$ cat src/rtl/cam_pkg.sv
// Shared constants and types for the CAM lookup-or-insert controller.
// Optional write-verify path is enabled with `define CAM_WRITE_VERIFY_EN.
package cam_pkg;
  localparam int ENTRIES = 32;
  localparam int IDX_W   = 5;
  localparam int DATA_W  = 32;

  typedef enum logic [2:0] {
    ST_IDLE,
    ST_SEARCH,
    ST_WAIT,
    ST_ALLOC,
    ST_WRITE,
    ST_VERIFY,
    ST_RESP
  } state_t;

  typedef struct packed {
    logic             hit;
    logic [IDX_W-1:0] index;
    logic             evict;
    logic             err;
  } cam_rsp_t;
endpackage

$ cat src/rtl/cam_alloc_picker.sv
// Lowest-free-entry priority encoder with a table-full flag.
// Used by cam_lookup_ctrl (CAM_WRITE_VERIFY_EN has no effect here).
module cam_alloc_picker
  import cam_pkg::*;
(
  input  logic [ENTRIES-1:0] valid_i,
  output logic [IDX_W-1:0]   free_idx_o,
  output logic               full_o
);
  always_comb begin
    free_idx_o = '0;
    for (int i = ENTRIES - 1; i >= 0; i--) begin
      if (!valid_i[i]) free_idx_o = IDX_W'(i);
    end
    full_o = &valid_i;
  end
endmodule

$ cat src/rtl/cam_lookup_ctrl.sv
// Lookup-or-insert sequencer for a shared CAM: search, then hit response or allocate+write.
// Define CAM_WRITE_VERIFY_EN to read back each written entry and flag mismatches.
module cam_lookup_ctrl
  import cam_pkg::*;
#(
  parameter int CAM_LAT = 1
) (
  input  logic              clk_i,
  input  logic              rst_i,
  input  logic              req_valid_i,
  output logic              req_ready_o,
  input  logic [DATA_W-1:0] req_key_i,
  input  logic              flush_i,
  output logic              rsp_valid_o,
  input  logic              rsp_ready_i,
  output logic              rsp_hit_o,
  output logic [IDX_W-1:0]  rsp_index_o,
  output logic              rsp_evict_o,
  output logic              rsp_err_o,
  output logic [IDX_W:0]    count_o,
  output logic              cam_search_enable_o,
  output logic [DATA_W-1:0] cam_search_data_o,
  input  logic              cam_search_valid_i,
  input  logic [IDX_W-1:0]  cam_search_index_i,
  output logic              cam_write_enable_o,
  output logic [IDX_W-1:0]  cam_write_index_o,
  output logic [DATA_W-1:0] cam_write_data_o,
  output logic              cam_read_enable_o,
  output logic [IDX_W-1:0]  cam_read_index_o,
  input  logic              cam_read_valid_i,
  input  logic [DATA_W-1:0] cam_read_value_i
);
  localparam int CNT_W = $clog2(CAM_LAT + 1) + 1;
  localparam logic [CNT_W-1:0] LAT_LAST = CNT_W'(CAM_LAT - 1);
  localparam logic [CNT_W-1:0] LAT_DONE = CNT_W'(CAM_LAT);
  localparam logic [IDX_W:0]   CNT_ONE  = (IDX_W + 1)'(1);

  state_t             state_q, state_d;
  logic [ENTRIES-1:0] valid_q, valid_d;
  logic [IDX_W:0]     count_q, count_d;
  logic [IDX_W-1:0]   rr_q, rr_d;
  logic [DATA_W-1:0]  key_q, key_d;
  logic [IDX_W-1:0]   idx_q, idx_d;
  logic [CNT_W-1:0]   wait_q, wait_d;
  logic               evict_q, evict_d;
  logic               req_ready_q, req_ready_d;
  logic               search_en_q, search_en_d;
  logic               write_en_q, write_en_d;
  logic               read_en_q, read_en_d;
  logic               rsp_valid_q, rsp_valid_d;
  cam_rsp_t           rsp_q, rsp_d;
  logic [IDX_W-1:0]   free_idx;
  logic               full;

  cam_alloc_picker u_picker (
    .valid_i    (valid_q),
    .free_idx_o (free_idx),
    .full_o     (full)
  );

  always_comb begin
    state_d     = state_q;
    valid_d     = valid_q;
    count_d     = count_q;
    rr_d        = rr_q;
    key_d       = key_q;
    idx_d       = idx_q;
    wait_d      = wait_q;
    evict_d     = evict_q;
    req_ready_d = req_ready_q;
    search_en_d = 1'b0;
    write_en_d  = 1'b0;
    read_en_d   = 1'b0;
    rsp_valid_d = rsp_valid_q;
    rsp_d       = rsp_q;
    unique case (state_q)
      ST_IDLE: begin
        req_ready_d = 1'b1;
        if (flush_i) begin
          valid_d = '0;
          count_d = '0;
        end else if (req_valid_i) begin
          key_d       = req_key_i;
          evict_d     = 1'b0;
          search_en_d = 1'b1;
          req_ready_d = 1'b0;
          state_d     = ST_SEARCH;
        end
      end
      ST_SEARCH: begin
        wait_d  = '0;
        state_d = ST_WAIT;
      end
      ST_WAIT: begin
        wait_d = wait_q + CNT_W'(1);
        // A hit spends one extra cycle so the bitmap lookup uses the registered index.
        if (wait_q == LAT_LAST) begin
          idx_d = cam_search_index_i;
          if (!cam_search_valid_i) state_d = ST_ALLOC;
        end else if (wait_q == LAT_DONE) begin
          rsp_d.hit   = valid_q[idx_q];
          rsp_d.index = idx_q;
          rsp_d.evict = 1'b0;
          rsp_d.err   = 1'b0;
          if (!valid_q[idx_q]) begin
            valid_d[idx_q] = 1'b1;
            count_d        = count_q + CNT_ONE;
          end
          rsp_valid_d = 1'b1;
          state_d     = ST_RESP;
        end
      end
      ST_ALLOC: begin
        if (full) begin
          idx_d   = rr_q;
          rr_d    = rr_q + IDX_W'(1);
          evict_d = 1'b1;
        end else begin
          idx_d = free_idx;
        end
        write_en_d = 1'b1;
        state_d    = ST_WRITE;
      end
      ST_WRITE: begin
        if (!valid_q[idx_q]) count_d = count_q + CNT_ONE;
        valid_d[idx_q] = 1'b1;
        rsp_d.hit      = 1'b0;
        rsp_d.index    = idx_q;
        rsp_d.evict    = evict_q;
        rsp_d.err      = 1'b0;
`ifdef CAM_WRITE_VERIFY_EN
        read_en_d = 1'b1;
        state_d   = ST_VERIFY;
`else
        rsp_valid_d = 1'b1;
        state_d     = ST_RESP;
`endif
      end
`ifdef CAM_WRITE_VERIFY_EN
      ST_VERIFY: begin
        if (cam_read_valid_i) begin
          if (cam_read_value_i != key_q) begin
            rsp_d.err      = 1'b1;
            valid_d[idx_q] = 1'b0;
            count_d        = count_q - CNT_ONE;
          end
          rsp_valid_d = 1'b1;
          state_d     = ST_RESP;
        end
      end
`endif
      ST_RESP: begin
        if (rsp_ready_i) begin
          rsp_valid_d = 1'b0;
          req_ready_d = 1'b1;
          state_d     = ST_IDLE;
        end
      end
      default: state_d = ST_IDLE;
    endcase
  end

  always_ff @(posedge clk_i) begin
    if (!rst_i) begin
      state_q     <= ST_IDLE;
      valid_q     <= '0;
      count_q     <= '0;
      rr_q        <= '0;
      key_q       <= '0;
      idx_q       <= '0;
      wait_q      <= '0;
      evict_q     <= 1'b0;
      req_ready_q <= 1'b1;
      search_en_q <= 1'b0;
      write_en_q  <= 1'b0;
      read_en_q   <= 1'b0;
      rsp_valid_q <= 1'b0;
      rsp_q       <= '0;
    end else begin
      state_q     <= state_d;
      valid_q     <= valid_d;
      count_q     <= count_d;
      rr_q        <= rr_d;
      key_q       <= key_d;
      idx_q       <= idx_d;
      wait_q      <= wait_d;
      evict_q     <= evict_d;
      req_ready_q <= req_ready_d;
      search_en_q <= search_en_d;
      write_en_q  <= write_en_d;
      read_en_q   <= read_en_d;
      rsp_valid_q <= rsp_valid_d;
      rsp_q       <= rsp_d;
    end
  end

  assign req_ready_o         = req_ready_q;
  assign rsp_valid_o         = rsp_valid_q;
  assign rsp_hit_o           = rsp_q.hit;
  assign rsp_index_o         = rsp_q.index;
  assign rsp_evict_o         = rsp_q.evict;
  assign count_o             = count_q;
  assign cam_search_enable_o = search_en_q;
  assign cam_search_data_o   = key_q;
  assign cam_write_enable_o  = write_en_q;
  assign cam_write_index_o   = idx_q;
  assign cam_write_data_o    = key_q;

`ifdef CAM_WRITE_VERIFY_EN
  assign cam_read_enable_o = read_en_q;
  assign cam_read_index_o  = idx_q;
  assign rsp_err_o         = rsp_q.err;
`else
  logic unused_rd;
  assign unused_rd         = ^{cam_read_valid_i, cam_read_value_i, rsp_q.err, read_en_q};
  assign cam_read_enable_o = 1'b0;
  assign cam_read_index_o  = '0;
  assign rsp_err_o         = 1'b0;
`endif
endmodule
$ cat config.mk
export PLATFORM = sky130hd
export DESIGN_NAME = cam_lookup_ctrl
export DESIGN_NICKNAME = d
export VERILOG_FILES = /design/src/rtl/cam_pkg.sv /design/src/rtl/cam_alloc_picker.sv /design/src/rtl/cam_lookup_ctrl.sv
export SDC_FILE = /design/constraint.sdc
export NUM_CORES = 1
export LEC_CHECK = 0
export ABC_CLOCK_PERIOD_IN_PS = 3070
export CORE_MARGIN = 5
export CORE_UTILIZATION = 47
export CTS_BUF_LIST = sky130_fd_sc_hd__clkbuf_16
export DETAILED_ROUTE_END_ITERATION = 16
export PLACE_DENSITY = 0.8
export SLEW_MARGIN = 20
export SYNTH_ARGS = -nofsm -noshare
export SYNTH_HDL_FRONTEND = slang
export SYNTH_HIERARCHICAL = 1
export SYNTH_SLANG_ARGS = --single-unit
$ cat constraint.sdc
create_clock -name clk_i -period 3.07 [get_ports clk_i]
set_input_delay 0.614 -clock clk_i [delete_from_list [all_inputs] [get_ports clk_i]]
set_output_delay 0.614 -clock clk_i [all_outputs]
set_load 0.01 [all_outputs]
== After elaboration in Yosys (flattened, before gate mapping) ==
Cells that the tools add are included.
Storage, ports and cells
  bits of input ports: 76
  logic and storage cells: 137
  output and inout bits: 93
  bits in registers: 97
Operators by class
  bitwise operators: 4
  equal/unequal tests: 17
  $add $sub $neg: 3
  reductions and logical operators: 22
  muxes and demuxes: 74
  $lt $le $gt $ge: 2
Operators by type and width (number)
  two-way mux 5 bit: 34
  two-way mux 32 bit: 4
  one-hot mux 32 bit (3 select lines): 1
  AND reduction 33 bit: 1
  OR 32 bit: 1
  AND reduction 32 bit: 1
  two-way mux 6 bit: 4
  two-way mux 3 bit: 6
  != test 2 bit, second input constant: 9
  one-hot mux 3 bit (6 select lines): 1
  one-hot mux 6 bit (3 select lines): 1
  two-way mux 8 bit: 2
  one-hot mux 8 bit (2 select lines): 1
  two-way mux 1 bit: 13
  AND reduction 4 bit: 3
  one-hot mux 5 bit (2 select lines): 1
  AND reduction 5 bit: 2
  nonzero test 2 bit: 5
  adder 6 x 1 -> 6 bit, second input constant: 1
  == test 3 x 2 -> 1 bit, second input constant: 2
  == test 3 bit, second input constant: 2
  < comparator 5 x 6 -> 1 bit, second input constant: 1
  != test 3 bit, second input constant: 2
  AND reduction 3 bit: 2
  other kinds (17): 22

== Longest topological paths before layout ==
  depth after elaboration: 34
  gate-level depth with buffers: 10

== Hierarchy ==
Netlist, hierarchy kept.
By module, submodules not included
  cam_lookup_ctrl: seq. area each 1941.9 um^2, instances 1, cells each 528, area an instance 4894.7 um^2
  cam_alloc_picker: seq. area each 0.0 um^2, instances 1, cells each 67, area an instance 374.1 um^2

== Worst setup path after synthesis ==
OpenSTA, ideal clock, no wires.
  path type: register -> register
  start point: register valid_q[28]
  end point: register rr_q[3]
  buffers on the path: 2
  setup slack: 737 ps
  arrival time: 2218 ps
  setup time: 115 ps
  cell stages (with the launch flop): 11
  path through: dfxtp_1 nand4_1 or3_1 nor3_2 and2b_1 clkbuf_1 and3_1 clkbuf_1 nand4_1 xnor2_1 and2_1
Between the ends
  cells in the longest elaborated chain, start to end: 1
Ends and longest elaborated chain
  start, declared: RTL line cam_lookup_ctrl.sv:39  | logic [ENTRIES-1:0] valid_q, valid_d;
  start signal, assigned: RTL line cam_lookup_ctrl.sv:181  | valid_q <= valid_d;
  AND reduction 33 bit (no source line)
  end signal, assigned: RTL line cam_lookup_ctrl.sv:183  | rr_q <= rr_d;
  end, declared: RTL line cam_lookup_ctrl.sv:41  | logic [IDX_W-1:0] rr_q, rr_d;
Every way passes these cells.
A chain may end at the register's enable or synchronous reset.

== Final worst setup path ==
  start point: register idx_q[3] (netlist: cam_write_index_o[3])
  end point: register valid_q[26]
Between the ends
  cells in the longest elaborated chain, start to end: 9
  elaborated cells on any way between the ends: 14
Ends and longest elaborated chain
  start, declared: RTL line cam_lookup_ctrl.sv:43  | logic [IDX_W-1:0] idx_q, idx_d;
  start signal, assigned: RTL line cam_lookup_ctrl.sv:185  | idx_q <= idx_d;
  < comparator 5 x 6 -> 1 bit (not written as such) / >= comparator 5 x 1 -> 1 bit (equally long branches): RTL line cam_lookup_ctrl.sv:106, cam_lookup_ctrl.sv:126
  logical AND 1 bit (not written as such): RTL line cam_lookup_ctrl.sv:106, cam_lookup_ctrl.sv:126
  two-way mux 1 bit (not written as such): RTL line cam_lookup_ctrl.sv:106, cam_lookup_ctrl.sv:126
  demux 1 bit (select 5 bit): RTL line cam_lookup_ctrl.sv:106, cam_lookup_ctrl.sv:126
  OR 32 bit (no source line)
  two-way mux 32 bit: RTL line cam_lookup_ctrl.sv:105  | if (!valid_q[idx_q]) begin
  two-way mux 32 bit: RTL line cam_lookup_ctrl.sv:100  | end else if (wait_q == LAT_DONE) begin
  two-way mux 32 bit: RTL line cam_lookup_ctrl.sv:97  | if (wait_q == LAT_LAST) begin
  one-hot mux 32 bit (3 select lines): RTL line cam_lookup_ctrl.sv:76  | unique case (state_q)
Parallel ways exist; a longest one is shown, timed or not. The select of a mux whose other input is x is not followed.

==> flow_summary.json <==
{
  "port_buffers": 128,
  "ys_ff_latch": 97,
  "p_per_area_mw_per_mm2": 442.2,
  "p_seq_share_pct": 46.2,
  "die-width_um": 115.9,
  "drc_errors": 0,
  "cts_resized": 0,
  "initial_utilization_pct": 48.18,
  "cts_tree": "yes",
  "yosys.area.top_type": "dfxtp_1",
  "clockRootBuffer": "clkbuf_16",
  "rsz0062_at_grt": "false",
  "fmax_mhz": 390.3,
  "cp_max_fo": 32,
  "worst_skew_pair.late_latency_ns": 0.34,
  "setup_viol": 0,
  "drive_above_1_share_pct": 10.43,
  "cpMaxStageDelayCell": "dfxtp_1",
  "io_pins": 169,
  "syn2layout_area_growth_pct": 24.70,
  "cp_cell_sequence": "or3b_1, o22ai_1, nor2_1, o21ai_2, o21a_4, o41ai_2",
  "htree_levels": 3,
  "drv_slew": 0,
  "p_leak_uw": 0.002259,
  "slew_headroom_pct": 58.81,
  "dp_hpwl_um": 10080,
  "gp_congestion": 0.9420,
  "syn_inst": 595,
  "p_clk_share_pct": 37.4,
  "vias": 4583,
  "worstPathRequired_ns": 3.28,
  "cts_setup_buffers": 0,
  "hold_class": "flop to flop",
  "path_class": "flop to flop",
  "grt_use_total_pct": 20.34,
  "grt_first_pass_wirelength_um": 22170,
  "clk_pin_slew_ns": 0.07,
  "coreArea_mm2": 0.01094,
  "end_kind": "flop",
  "first_pass_iters": 5,
  "numCtsBuffers": 9,
  "total_power_uw": 2905,
  "swShare_pct": 28.32,
  "final_core_utilization_pct": 60.08,
  "antenna_found_initial": 0,
  "drtAntennaViolNets": 0,
  "critPathLaunchType": "flop",
  "overflow": 0,
  "tns_ns": 0,
  "die-area_mm2": 0.01343,
  "nets": 746,
  "antenna_cells": 0,
  "rows": 38,
  "syn_area_mm2": 0.005269,
  "min_period_ns": 2.562,
  "cp.arrival_ns": 2.77,
  "drt-initial-drc-count": 416,
  "async_flop_share_pct": 0,
  "grt_pass1_vias": 4422,
  "yosys_warnings": 6,
  "synth_area_leaders": "dfxtp_1 37%, o41ai_2 9.3%, nand2_1 8.8%, buf_4 6.7%, a21boi_0 5.3%",
  "seq_area_frac_synth_pct": 36.86,
  "vias_per_cell": 5.651,
  "holdWs_ns": 0.4760,
  "max_slew.worst_pin.slew_ns": 0.6178,
  "yosysMostFrequentCell": "nand2_1",
  "hold_violations": 0,
  "holdBufCountCts": 0,
  "cts.sinks": 97,
  "synth_area_per_cell_um2": 8.855,
  "status": "finished clean",
  "synth.distinct_cells": 59,
  "grt_max_degree": 54,
  "period_share_pct": 83.46,
  "synthFlopType": "dfxtp_1",
  "synth_edf_count": 0,
  "ys_top_cells_by_count": "123 x nand2_1, 97 x dfxtp_1, 47 x buf_4",
  "p_comb_share_pct": 16.5,
  "p_int_uw": 2083,
  "ir_worst_vdd_mv": 0.3323,
  "yosysTopAreaCellShare_pct": 36.86,
  "wl_per_cell_um": 17.19,
  "critical-path-max-stage-delay_ns": 0.60,
  "cts_buffer_depth": 2,
  "die_y_um": 115.9,
  "routed_wirelength_um": 13940,
  "maxCapViolations": 0,
  "fin_worst_skew_ns": 0.006587,
  "p_sw_uw": 822.6
}
## path summary, 6_finish.rpt
kind | startpoint | endpoint | slack [ns] | cells past startpoint
hold / removal | cam_search_data_o[0] | cam_search_data_o[0] | 0.48 | 2
setup / recovery | cam_write_index_o[3] | valid_q[26] | 0.51 | 6
setup reg to reg | cam_write_index_o[3] | valid_q[26] | 0.51 | 6
hold reg to reg | cam_search_data_o[0] | cam_search_data_o[0] | 0.48 | 2
## final cells by class
| type | instances | area (µm²) |
|---|---|---|
| clock buffer | 9 | 225.2 |
| clock inverter | 7 | 61.31 |
| fill | 921 | 4365 |
| inverter | 13 | 48.80 |
| multi-input combinational | 405 | 2746 |
| sequential | 97 | 1942 |
| tap | 140 | 175.2 |
| timing repair buffer | 140 | 1371 |
## per-stage QoR
| step | setup WS (ns) | std cells | cell area [µm²] |
|---|---|---|---|
| floorplan | 0.7368 | 601 | 5291 |
| global placement | 0.6179 | 795 | 6284 |
| detailed placement | 0.5465 | 795 | 6284 |
| CTS | 0.5343 | 811 | 6570 |
| global route | 0.4409 | 811 | 6570 |
| finish | 0.5078 | 811 | 6570 |
## power groups by stage
| stage | clock [µW] | combinational, µW | sequential (µW) |
|---|---|---|---|
| after floorplan | 0 | 319 | 1360 |
| after global placement | 0 | 469 | 1370 |
| after detailed placement | 0 | 479 | 1370 |
| after CTS | 1100 | 481 | 1340 |
| after global routing | 1170 | 513 | 1350 |
| final | 1090 | 479 | 1340 |
## flip-flops by register name, summed over array words and instances, names as in the netlist
register             count
req_ready_o              1
valid_q                 32
rr_q                     5
rsp_valid_o              1
evict_q                  1
cam_write_index_o        5
rsp_evict_o              1
cam_search_enable_o      1
rsp_index_o              5
cam_write_enable_o       1
state_q                  3
count_o                  6
rsp_hit_o                1
cam_search_data_o       32
wait_q                   2
## logic make-up after synthesis
family / Yosys count / synth area share (%)
compound gates: 134 / 23.39
fa+ha+maj: 4 / 0.9499
other cells: 1 / 0.07117
mux: 27 / 5.367
flops: 97 / 36.86
buf+inv: 99 / 11.57
simple gates: 228 / 20.97
xor+xnor: 5 / 0.8311
## worst max-delay path, delay by kind of cell, from the launching register on
kind             cells  cell delay [ns]
AO/OA/AOI/OAI        4             1.17
AND/OR/NAND/NOR      2             0.63
flip-flops           1             0.60
## per-layer routing
layer | track usage [%] | share of wire [%] | vias to the layer above
met5 | 0 | 0 | -
met2 | 36.56 | 50 | 198
met4 | 5.182 | 1.1 | 0
li1 | - | - | 2192
met1 | 24.32 | 40 | 2174
met3 | 4.909 | 8.7 | 19
## layout by cell type (no fill, tap or decap), drive strengths merged, types with 3 or more instances in the layout
| cell | netlist | routed |
|---|---|---|
| ha | 4 | 4 |
| o211ai | 3 | 3 |
| a31oi | 4 | 4 |
| a21boi | 37 | 37 |
| nor2b | 14 | 14 |
| conb | 1 | 7 |
| mux2i | 26 | 26 |
| nand4b | 3 | 3 |
| clkdlybuf4s50 | 0 | 128 |
| nand4 | 13 | 13 |
| nor2 | 17 | 17 |
| nor3 | 8 | 8 |
| o21ai | 21 | 21 |
| clkbuf | 27 | 9 |
| xnor2 | 4 | 4 |
| o21a | 3 | 3 |
| and2 | 7 | 7 |
| a21oi | 8 | 8 |
| clkinv | 0 | 3 |
| nand3 | 11 | 11 |
| o41ai | 32 | 32 |
| and3 | 5 | 5 |
| nand2 | 124 | 124 |
| o22ai | 5 | 5 |
| buf | 59 | 12 |
| or3b | 3 | 3 |
| dfxtp | 97 | 97 |
| inv | 13 | 17 |
| nand2b | 8 | 8 |
| nand3b | 7 | 7 |
| a211oi | 7 | 7 |
(Power assumes the default switching activity.)
